## src/rtl/cdb_arbiter_pkg.sv

```systemverilog
// Shared constants and helpers for the common data bus arbiter.
// Source tags identify which producer a broadcast came from.
package cdb_arbiter_pkg;

    localparam int ROB_WIDTH_BIT = 4;
    localparam int CDB_SRC_BIT   = 2;

    typedef enum logic [CDB_SRC_BIT-1:0] {
        CDB_SRC_RS = 2'd0,
        CDB_SRC_LB = 2'd1,
        CDB_SRC_SB = 2'd2
    } cdb_src_e;

    // Advance a round-robin index over the three producers, wrapping 2 -> 0.
    function automatic logic [CDB_SRC_BIT-1:0] rr_offset(input logic [CDB_SRC_BIT-1:0] base,
                                                          input logic [CDB_SRC_BIT-1:0] off);
        logic [CDB_SRC_BIT:0] sum;
        sum = {1'b0, base} + {1'b0, off};
        if (sum >= 3'd3) begin
            sum = sum - 3'd3;
        end
        return sum[CDB_SRC_BIT-1:0];
    endfunction

endpackage

```

## src/rtl/cdb_arbiter_fifo.sv

```systemverilog
// Small synchronous FIFO holding results from one producer until the CDB grants it.
// Flush drops all entries; the payload storage itself is never reset.
module cdb_arbiter_fifo #(
    parameter int  DEPTH = 2,
    parameter int  WIDTH = 8,
    localparam int PTR_W = $clog2(DEPTH),
    localparam int CNT_W = $clog2(DEPTH + 1)
) (
    input  logic             clk_in,
    input  logic             rst_in,
    input  logic             flush,
    input  logic             push,
    input  logic [WIDTH-1:0] push_data,
    input  logic             pop,
    output logic [WIDTH-1:0] head,
    output logic             empty,
    output logic [CNT_W-1:0] count
);

    logic [WIDTH-1:0] mem [DEPTH];
    logic [PTR_W-1:0] wr_ptr;
    logic [PTR_W-1:0] rd_ptr;

    always_ff @(posedge clk_in) begin
        if (push) begin
            mem[wr_ptr] <= push_data;
        end
    end

    // Pointers wrap naturally because DEPTH is a power of two.
    always_ff @(posedge clk_in or negedge rst_in) begin
        if (!rst_in) begin
            wr_ptr <= '0;
            rd_ptr <= '0;
            count  <= '0;
        end else if (flush) begin
            wr_ptr <= '0;
            rd_ptr <= '0;
            count  <= '0;
        end else begin
            if (push) begin
                wr_ptr <= wr_ptr + 1'b1;
            end
            if (pop) begin
                rd_ptr <= rd_ptr + 1'b1;
            end
            case ({push, pop})
                2'b10:   count <= count + 1'b1;
                2'b01:   count <= count - 1'b1;
                default: count <= count;
            endcase
        end
    end

    assign head  = mem[rd_ptr];
    assign empty = (count == '0);

endmodule

```

## src/rtl/cdb_arbiter.sv

```systemverilog
// Round-robin arbiter sharing the single registered CDB broadcast between
// the RS/ALU, load buffer and store buffer, each buffered by a private FIFO.
module cdb_arbiter
    import cdb_arbiter_pkg::*;
#(
    parameter int FIFO_DEPTH = 2,
    parameter int ROB_ID_W   = ROB_WIDTH_BIT
) (
    input  logic                   clk_in,
    input  logic                   rst_in,
    input  logic                   rdy_in,
    input  logic                   clear_all,
    input  logic                   rs_valid,
    output logic                   rs_ready,
    input  logic [31:0]            rs_value,
    input  logic [ROB_ID_W-1:0]    rs_dest,
    input  logic [31:0]            rs_jalr_pc,
    input  logic                   lb_valid,
    output logic                   lb_ready,
    input  logic [31:0]            lb_value,
    input  logic [ROB_ID_W-1:0]    lb_dest,
    input  logic                   sb_valid,
    output logic                   sb_ready,
    input  logic [ROB_ID_W-1:0]    sb_dest,
    output logic                   cdb_valid,
    output logic [CDB_SRC_BIT-1:0] cdb_src,
    output logic [ROB_ID_W-1:0]    cdb_dest,
    output logic [31:0]            cdb_value,
    output logic [31:0]            cdb_jalr_pc
);

    localparam int CNT_W = $clog2(FIFO_DEPTH + 1);
    localparam int RS_W  = 64 + ROB_ID_W;
    localparam int LB_W  = 32 + ROB_ID_W;
    localparam int SB_W  = ROB_ID_W;

    logic             accept_ok;
    logic             flush;
    logic             advance;
    logic [CNT_W-1:0] rs_count, lb_count, sb_count;
    logic             rs_empty, lb_empty, sb_empty;
    logic [RS_W-1:0]  rs_head;
    logic [LB_W-1:0]  lb_head;
    logic [SB_W-1:0]  sb_head;
    logic             rs_pop, lb_pop, sb_pop;
    logic [2:0]       req;

    logic [CDB_SRC_BIT-1:0] rr_ptr;
    logic [CDB_SRC_BIT-1:0] cand;
    logic [CDB_SRC_BIT-1:0] grant_idx;
    logic                   grant_any;
    logic [ROB_ID_W-1:0]    nxt_dest;
    logic [31:0]            nxt_value;
    logic [31:0]            nxt_jalr;

    // Readiness looks only at registered counts, so a full FIFO never accepts even while draining.
    assign accept_ok = rst_in & rdy_in & ~clear_all;
    assign rs_ready  = accept_ok & (rs_count < CNT_W'(FIFO_DEPTH));
    assign lb_ready  = accept_ok & (lb_count < CNT_W'(FIFO_DEPTH));
    assign sb_ready  = accept_ok & (sb_count < CNT_W'(FIFO_DEPTH));

    assign flush   = rdy_in & clear_all;
    assign advance = rdy_in & ~clear_all & grant_any;
    assign req     = {~sb_empty, ~lb_empty, ~rs_empty};

    assign rs_pop = advance & (grant_idx == CDB_SRC_RS);
    assign lb_pop = advance & (grant_idx == CDB_SRC_LB);
    assign sb_pop = advance & (grant_idx == CDB_SRC_SB);

    cdb_arbiter_fifo #(.DEPTH(FIFO_DEPTH), .WIDTH(RS_W)) u_rs_fifo (
        .clk_in    (clk_in),
        .rst_in    (rst_in),
        .flush     (flush),
        .push      (rs_valid & rs_ready),
        .push_data ({rs_value, rs_dest, rs_jalr_pc}),
        .pop       (rs_pop),
        .head      (rs_head),
        .empty     (rs_empty),
        .count     (rs_count)
    );

    cdb_arbiter_fifo #(.DEPTH(FIFO_DEPTH), .WIDTH(LB_W)) u_lb_fifo (
        .clk_in    (clk_in),
        .rst_in    (rst_in),
        .flush     (flush),
        .push      (lb_valid & lb_ready),
        .push_data ({lb_value, lb_dest}),
        .pop       (lb_pop),
        .head      (lb_head),
        .empty     (lb_empty),
        .count     (lb_count)
    );

    cdb_arbiter_fifo #(.DEPTH(FIFO_DEPTH), .WIDTH(SB_W)) u_sb_fifo (
        .clk_in    (clk_in),
        .rst_in    (rst_in),
        .flush     (flush),
        .push      (sb_valid & sb_ready),
        .push_data (sb_dest),
        .pop       (sb_pop),
        .head      (sb_head),
        .empty     (sb_empty),
        .count     (sb_count)
    );

    // Scan offsets from farthest to nearest so the candidate closest to rr_ptr wins.
    always_comb begin
        grant_any = 1'b0;
        grant_idx = '0;
        cand      = '0;
        for (int off = 2; off >= 0; off--) begin
            cand = rr_offset(rr_ptr, CDB_SRC_BIT'(off));
            if (req[cand]) begin
                grant_any = 1'b1;
                grant_idx = cand;
            end
        end
    end

    always_comb begin
        nxt_dest  = '0;
        nxt_value = '0;
        nxt_jalr  = '0;
        case (grant_idx)
            CDB_SRC_RS: {nxt_value, nxt_dest, nxt_jalr} = rs_head;
            CDB_SRC_LB: {nxt_value, nxt_dest}           = lb_head;
            CDB_SRC_SB: nxt_dest                        = sb_head;
            default:    nxt_dest                        = '0;
        endcase
    end

    // Flush wins over arbitration; a pause freezes every register including cdb_valid.
    always_ff @(posedge clk_in or negedge rst_in) begin
        if (!rst_in) begin
            rr_ptr      <= '0;
            cdb_valid   <= 1'b0;
            cdb_src     <= '0;
            cdb_dest    <= '0;
            cdb_value   <= '0;
            cdb_jalr_pc <= '0;
        end else if (rdy_in) begin
            if (clear_all) begin
                cdb_valid <= 1'b0;
            end else if (grant_any) begin
                cdb_valid   <= 1'b1;
                cdb_src     <= grant_idx;
                cdb_dest    <= nxt_dest;
                cdb_value   <= nxt_value;
                cdb_jalr_pc <= nxt_jalr;
                rr_ptr      <= rr_offset(grant_idx, 2'd1);
            end else begin
                cdb_valid <= 1'b0;
            end
        end
    end

endmodule

```

## config.mk

```make
export PLATFORM = sky130hd
export DESIGN_NAME = cdb_arbiter
export DESIGN_NICKNAME = d
export VERILOG_FILES = /design/src/rtl/cdb_arbiter_pkg.sv /design/src/rtl/cdb_arbiter_fifo.sv /design/src/rtl/cdb_arbiter.sv
export SDC_FILE = /design/constraint.sdc
export NUM_CORES = 1
export LEC_CHECK = 0
export ABC_AREA = 1
export ABC_CLOCK_PERIOD_IN_PS = 3700
export CAP_MARGIN = 10
export CORE_MARGIN = 4
export CORE_UTILIZATION = 45
export DETAILED_ROUTE_END_ITERATION = 10
export PLACE_DENSITY = 0.83
export SYNTH_ARGS = -nofsm -noshare
export SYNTH_HDL_FRONTEND = slang
export SYNTH_SLANG_ARGS = --single-unit
export TNS_END_PERCENT = 30
```

## constraint.sdc

```tcl
create_clock -name clk_in -period 3.7 [get_ports clk_in]
set_input_delay 0.74 -clock clk_in [delete_from_list [all_inputs] [get_ports clk_in]]
set_output_delay 0.74 -clock clk_in [all_outputs]
set_load 0.01 [all_outputs]
```

## Yosys cells after proc, flatten, opt, wreduce, memory -nomap -nowiden

Memories as Yosys holds them, arrays and structs flattened.
Cells that the tools add are included.

| word-level totals | value |
|---|---|
| register bits after elaboration | 85 |
| latch bits | 0 |
| bits in writable memories | 216 |
| ROM bits | 0 |
| input bits | 115 |
| output and inout bits | 74 |
| logic and storage cells | 132 |
| memories kept | 3 |

| operators by class | value |
|---|---|
| $add $sub $neg | 19 |
| $mul | 0 |
| div/mod/pow operators | 0 |
| magnitude comparators | 10 |
| eq/ne operators | 8 |
| shifts and indexed selects | 0 |
| multiplexer cells | 45 |
| bitwise logic cells | 18 |
| reduce and logical (&&, ||, !) cells | 14 |

Memories:

| memory | depth | bits a word | read ports | clocked after Yosys merged registers in | wr ports | RTL line | source |
|---|---|---|---|---|---|---|---|
| u_rs_fifo.mem | 2 | 68 | 1 | 0 | 1 | cdb_arbiter_fifo.sv:20 | `logic [WIDTH-1:0] mem [DEPTH];` |
| u_lb_fifo.mem | 2 | 36 | 1 | 0 | 1 | cdb_arbiter_fifo.sv:20 |  |
| u_sb_fifo.mem | 2 | 4 | 1 | 0 | 1 | cdb_arbiter_fifo.sv:20 |  |

Operator list:

| operator | count |
|---|---|
| one-hot mux 32 bit (2 select lines) | 1 |
| 2-to-1 mux 32 bit | 1 |
| 2-to-1 mux 1 bit | 26 |
| 2-to-1 mux 2 bit | 10 |
| bitwise AND 1 bit | 14 |
| one-hot mux 2 bit (2 select lines) | 3 |
| one-hot mux 4 bit (3 select lines) | 1 |
| nonzero test 2 bit | 6 |
| >= comparator 3 x 2 -> 1 bit, second input constant | 3 |
| less-than comparator 2 x 3 -> 1 bit, second input constant | 3 |
| nonzero test 3 bit | 3 |
| equality test 2 x 1 -> 1 bit, second input constant | 4 |
| equality test 2 bit, second input constant | 4 |
| zero test 2 bit | 4 |
| subtractor 2 bit, second input constant | 4 |
| adder 1 bit, second input constant | 6 |
| adder 2 x 1 -> 2 bit, second input constant | 3 |
| adder 2 x 1 -> 3 bit, second input constant | 2 |
| binary-select mux 1 bit (select 2 bit) | 3 |
| less-than comparator 2 bit, second input constant | 3 |
| subtractor 2 x 1 -> 2 bit, second input constant | 3 |
| inverter 1 bit | 4 |
| adder 2 x 2 -> 3 bit, second input constant | 1 |
| AND reduction 3 bit | 1 |
| >= comparator 2 bit, second input constant | 1 |

## Logic depth before layout (Yosys ltp)

| logic depth | value |
|---|---|
| depth after elaboration | 13 |
| depth in mapped cells | 20 |
| mapped depth without buffers | 19 |

## Cells and area by module

Synthesis repeated with hierarchy kept, for this count alone.

| unflattened totals | value |
|---|---|
| cells, all modules | 863 |
| area total of the unflattened synthesis | 12,451.9 µm² |

Modules (own cells, without submodules):

| module | instances | cells each | area an instance (µm²) | seq. area each (µm²) |
|---|---|---|---|---|
| cdb_arbiter_fifo (u_rs_fifo) | 1 | 243 | 5,471.5 | 4,184.0 |
| cdb_arbiter | 1 | 434 | 3,585.9 | 1,826.8 |
| cdb_arbiter_fifo (u_lb_fifo) | 1 | 143 | 2,889.0 | 2,262.2 |
| cdb_arbiter_fifo (u_sb_fifo) | 1 | 43 | 505.5 | 340.3 |

## Least setup slack after synthesis

Ideal clock, no wire load.

| timing | value |
|---|---|
| path kind | input port to flip-flop |
| start point | input rst_in |
| end point | memory u_rs_fifo.mem[0][0] in the netlist's numbering, enable pin |
| setup time | 495 ps |
| arrival time | 4,139 ps |
| data required time | 3,205 ps |
| slack | -933 ps |
| stages on the path | 6 |
| path buffers | 0 |
| cells stage by stage | nand2_1 -> nor2_1 -> inv_1 -> nor2_1 -> nand2_1 -> nor2_1 |

| on the way | value |
|---|---|
| word-level cells in the longest chain between the ends | 6 |

Ends and longest elaborated chain:

| item | RTL line | source |
|---|---|---|
| start, declared | cdb_arbiter.sv:10 | `input logic rst_in,` |
| bitwise AND 1 bit (2 in a row) | cdb_arbiter.sv:57 | `assign accept_ok = rst_in & rdy_in & ~clear_all;` |
| bitwise AND 1 bit | cdb_arbiter.sv:58 | `assign rs_ready = accept_ok & (rs_count < CNT_W'(FIFO_DEPTH));` |
| via rs_ready | cdb_arbiter.sv:14 | `output logic rs_ready,` |
| bitwise AND 1 bit | cdb_arbiter.sv:74 | `.push (rs_valid & rs_ready),` |
| 2-to-1 mux 1 bit | cdb_arbiter_fifo.sv:25 | `if (push) begin` |
| 2-to-1 mux 1 bit (implied by the code) | cdb_arbiter_fifo.sv:26 | `mem[wr_ptr] <= push_data;` |
| end, declared | cdb_arbiter_fifo.sv:20 |  |

The timed path passes the listed nets, and every way through them passes these cells.

## Worst setup path in the final report

| timing | value |
|---|---|
| start point | register rr_ptr[0] |
| end point | register u_rs_fifo.count[0] |

| on the way | value |
|---|---|
| word-level cells in the longest chain between the ends | 13 |
| elaborated cells between the ends (all ways) | 31 |
| classes of those cells | 5 x add/sub; 3 x order compare; 2 x eq/ne; 17 x mux; 2 x bitwise; 2 x reduce/logical |

Ends and longest elaborated chain:

| item | RTL line | source |
|---|---|---|
| start, declared | cdb_arbiter.sv:48 | `logic [CDB_SRC_BIT-1:0] rr_ptr;` |
| start signal, assigned | cdb_arbiter.sv:150 | `rr_ptr <= rr_offset(grant_idx, 2'd1);` |
| adder 2 x 2 -> 3 bit | cdb_arbiter_pkg.sv:18 | `sum = {1'b0, base} + {1'b0, off};` |
| >= comparator 3 x 2 -> 1 bit / subtractor 2 bit (equally long branches) | cdb_arbiter_pkg.sv:19, cdb_arbiter_pkg.sv:20 |  |
| 2-to-1 mux 2 bit | cdb_arbiter_pkg.sv:19 | `if (sum >= 3'd3) begin` |
| binary-select mux 1 bit (select 2 bit) | cdb_arbiter.sv:113 | `if (req[cand]) begin` |
| 2-to-1 mux 1 bit (implied by the code) | cdb_arbiter.sv:113 |  |
| 2-to-1 mux 2 bit (2 in a row) | cdb_arbiter.sv:113 |  |
| 2-to-1 mux 2 bit (*) | cdb_arbiter.sv:113 |  |
| via grant_idx[0] | cdb_arbiter.sv:50 | `logic [CDB_SRC_BIT-1:0] grant_idx;` |
| zero test 2 bit (*) | cdb_arbiter.sv:66 | `assign rs_pop = advance & (grant_idx == CDB_SRC_RS);` |
| bitwise AND 1 bit (*) | cdb_arbiter.sv:66 |  |
| equality test 2 x 1 -> 1 bit / equality test 2 bit (equally long branches) | cdb_arbiter_fifo.sv:47 | `case ({push, pop})` |
| one-hot mux 2 bit (2 select lines) | cdb_arbiter_fifo.sv:47 |  |
| 2-to-1 mux 2 bit | cdb_arbiter_fifo.sv:36 | `end else if (flush) begin` |
| end signal, assigned | cdb_arbiter_fifo.sv:48 | `2'b10: count <= count + 1'b1;` |
| end signal, assigned | cdb_arbiter_fifo.sv:49 | `2'b01: count <= count - 1'b1;` |
| end signal, assigned | cdb_arbiter_fifo.sv:50 | `default: count <= count;` |
| end, declared | cdb_arbiter_fifo.sv:17 | `output logic [CNT_W-1:0] count` |

The timed path passes the listed nets; every way through them passes the cells marked *. The select of a mux whose other input is x is not followed.
A chain may end at the register's enable or synchronous reset.

==> flow_summary.ini <==
[floorplan]
die-height_um = 169
die_x_um = 169
die_area_mm2 = 0.0287
initial_utilization_pct = 46.1
ios = 189
rows = 58
core_mm2 = 0.0254

[critical_path]
r2r_slack_ns = 0.41
crit_path_start = rr_ptr[0]
slowest_delay_ns = 0.48
r2r-start = rr_ptr[0]
path_cells = inv_1, ha_1, inv_1, nand3_1, nand2_1, nor2_1, nand2_1, o21ai_0, nand2_1, o21ai_0, inv_1, ha_2, nand3_4, nand2_1, nand3_1, nand2_1, nand2_1
endpoint = u_rs_fifo.count[0]
crit_buf_inv = 3
crit_arrival_ns = 3.71
required_ns = 4.12
startpoint_type = flop
critPathMostFrequentCell = nand2_1
critical_path_class = reg -> reg
r2r-end = u_rs_fifo.count[0]
endpoint_kind = flop
cp_num_cells = 17
ff2ff_path_depth = 17
crit_fanout = 36
cp_slowest_cell = ha_2
cp_top_family = simple AND/OR/NAND/NOR gates

[synthesis]
synth_most_common_cell = edfxtp_1
synth_area_per_cell_um2 = 13.7
yosysWarnings = 0
synth_top_area_share_pct = 55.4
syn_inst = 852
synth_common_cells = 216 x edfxtp_1, 121 x nor2_1, 115 x o21ai_0, 85 x dfrtp_1, 84 x nand2_1
ys_seq_elements = 301
ys.flop_type = edfxtp_1
synth_edf_count = 216
synth_area_leaders = edfxtp_1 55%, dfrtp_1 18%, o21ai_0 4.9%
syn_nets = 975
synth_cell_types = 30
netlist_area_mm2 = 0.0117
seq_area_frac_synth_pct = 73.5
async_flop_share_pct = 28.2
synth.largest_area_cell = edfxtp_1

[drt]
routed_wl_mm = 28.1
met3WireLength_mm = 1.42
routedWlPerCell_um = 20.1
route.detailed.drc = 0
drt_pass1_iterations = 5
dr_wl_met2_mm = 15.0
drtIter0Drc = 544
wirelength_met1_mm = 10.7
dr.max_layer_used = met4
via_per_inst = 5.35
vias = 7481
ant_nets = 0

[min_path]
hp-class = in -> async

[global_routing]
antenna_found_initial = 2
grt_pass1_wl_mm = 43.1
grt-ovfl-total = 0
grt_max_degree = 50
first_global_vias = 7881
gr-usage-all-layers_pct = 19.2

[sta]
finalHoldViolCount = 0
clock.fmax_mhz = 304
fin_crit_ns = 3.29
fin_skew_ns = 0.0213
worst_pin_slew_ns = 0.754
setup_viol_count_final = 0
fin_ws_ns = 0.406
slew_violations = 0
finalCritPeriodShare_pct = 89.0
rsz0062_at_grt = false
relSlewSlack_pct = 49.7
holdWs_ns = 0.292

[final_layout]
design_area_mm2 = 0.0150
nets = 1166
utilization_pct = 59.1
syn2layout_area_growth_pct = 28.1
final_cells = 1399
layout-drive-gt1-share_pct = 11.0

[cts]
cts_resized = 0
htree_levels = 1
holdBufCountCts = 0
postCtsSetupRepairBufs = 0
cts_tree = built
cts_sinks = 301
clk_path_buf_depth = 3
clk-insertion-delay-late_ns = 0.55
path_clk_slew_ns = 0.06
cts_inserted_buffers = 30
cts_root_buf = clkbuf_16

[flow_run]
drv_cap = 0

[place]
place_inst = 1341
dp_hpwl_mm = 17.7
place_congestion = 0.816
io_buffer_count = 188
place_area_mm2 = 0.0139
pre_cts_ws_ns = 0.384

[power]
p_leak_uw = 0.00541
p_per_area_mw_per_mm2 = 793
peakVddDrop_v = 0.000473

[run_status]
status = finished, final reports clean
per-stage QoR:
stage | setup TNS (ns) | power [µW]
2_1_floorplan | -126.96 | 7070
3_3_place_gp | 0 | 8650
3_5_place_dp | 0 | 8810
4_1_cts | 0 | 12000
5_1_grt | 0 | 12600
6_report | 0 | 11900
worst register-to-register path, cell delays in order, from the launching register on:
cell	delay (ns)
dfrtp_1	0.39
inv_1	0.06
ha_1	0.33
inv_1	0.13
nand3_1	0.13
nand2_1	0.12
nor2_1	0.07
nand2_1	0.06
o21ai_0	0.08
nand2_1	0.06
o21ai_0	0.22
inv_1	0.16
ha_2	0.48
nand3_4	0.42
nand2_1	0.26
nand3_1	0.09
nand2_1	0.08
nand2_1	0.05
state kept, by name, summed over array words and instances (netlist names), 2 cells and up:
name,flops
u_lb_fifo.mem,72
cdb_dest,4
rr_ptr,2
cdb_src,2
u_rs_fifo.mem,136
u_rs_fifo.count,2
u_sb_fifo.mem,8
cdb_value,32
u_lb_fifo.count,2
cdb_jalr_pc,32
u_sb_fifo.count,2
area by class of cell:
| type | count | area (µm²) |
|---|---|---|
| diodes | 2 | 5.00 |
| clock inverters | 12 | 154 |
| repair buffers | 202 | 2010 |
| flip-flops and latches | 301 | 8620 |
| inverters | 26 | 97.6 |
| well taps | 330 | 413 |
| multi-input cells | 482 | 2800 |
| fillers | 1928 | 10400 |
| clock buffers | 44 | 903 |
per-layer routing:
layer  GRT usage [%]  up-vias
li1                -     3452
met5               0        -
met4            6.86        0
met3            2.61       52
met1            23.2     3716
met2            35.3      261
cells in the final DEF, fill, tap and decap left out, drive strengths merged, types with 3 or more instances in the layout:
master / instances
inv: 26
a21oi: 3
dfrtp: 85
clkinv: 7
nand3: 15
nand4: 9
buf: 15
o221ai: 4
clkbuf: 44
clkdlybuf4s50: 187
mux2i: 32
edfxtp: 216
nor2: 125
ha: 8
bufinv: 3
nand2: 88
o21ai: 128
o21a: 36
a31oi: 32
power breakdown:
part	leakage, µW	total [µW]	internal, µW	switching, µW
registers	0.00298	4450	4090	357
clock network	0.000517	3140	1900	1240
logic	0.00191	4310	1880	2430
worst min path at each step:
stage | start | to | slack, ns | cells after the start
2_1_floorplan | rst_in | cdb_dest[0] | 0.44 | 0
3_3_place_gp | cdb_src[0] | cdb_src[0] | 0.46 | 2
3_5_place_dp | cdb_src[0] | cdb_src[0] | 0.47 | 2
4_1_cts | rst_in | cdb_value[22] | 0.31 | 2
5_1_grt | rst_in | cdb_value[22] | 0.33 | 2
6_report | rst_in | cdb_value[22] | 0.29 | 2
cells by family after synthesis:
family                   Yosys count  synth area share (%)
AND/OR/NAND/NOR                  237                  8.42
buffers and inverters             69                  2.84
AO/OA/AOI/OAI                    203                  11.5
adder cells (fa/ha/maj)            8                 0.855
flip-flops                       301                  73.5
XOR/XNOR                           2                 0.150
multiplexers                      32                  2.73
Power figures use the tool's default switching activity.
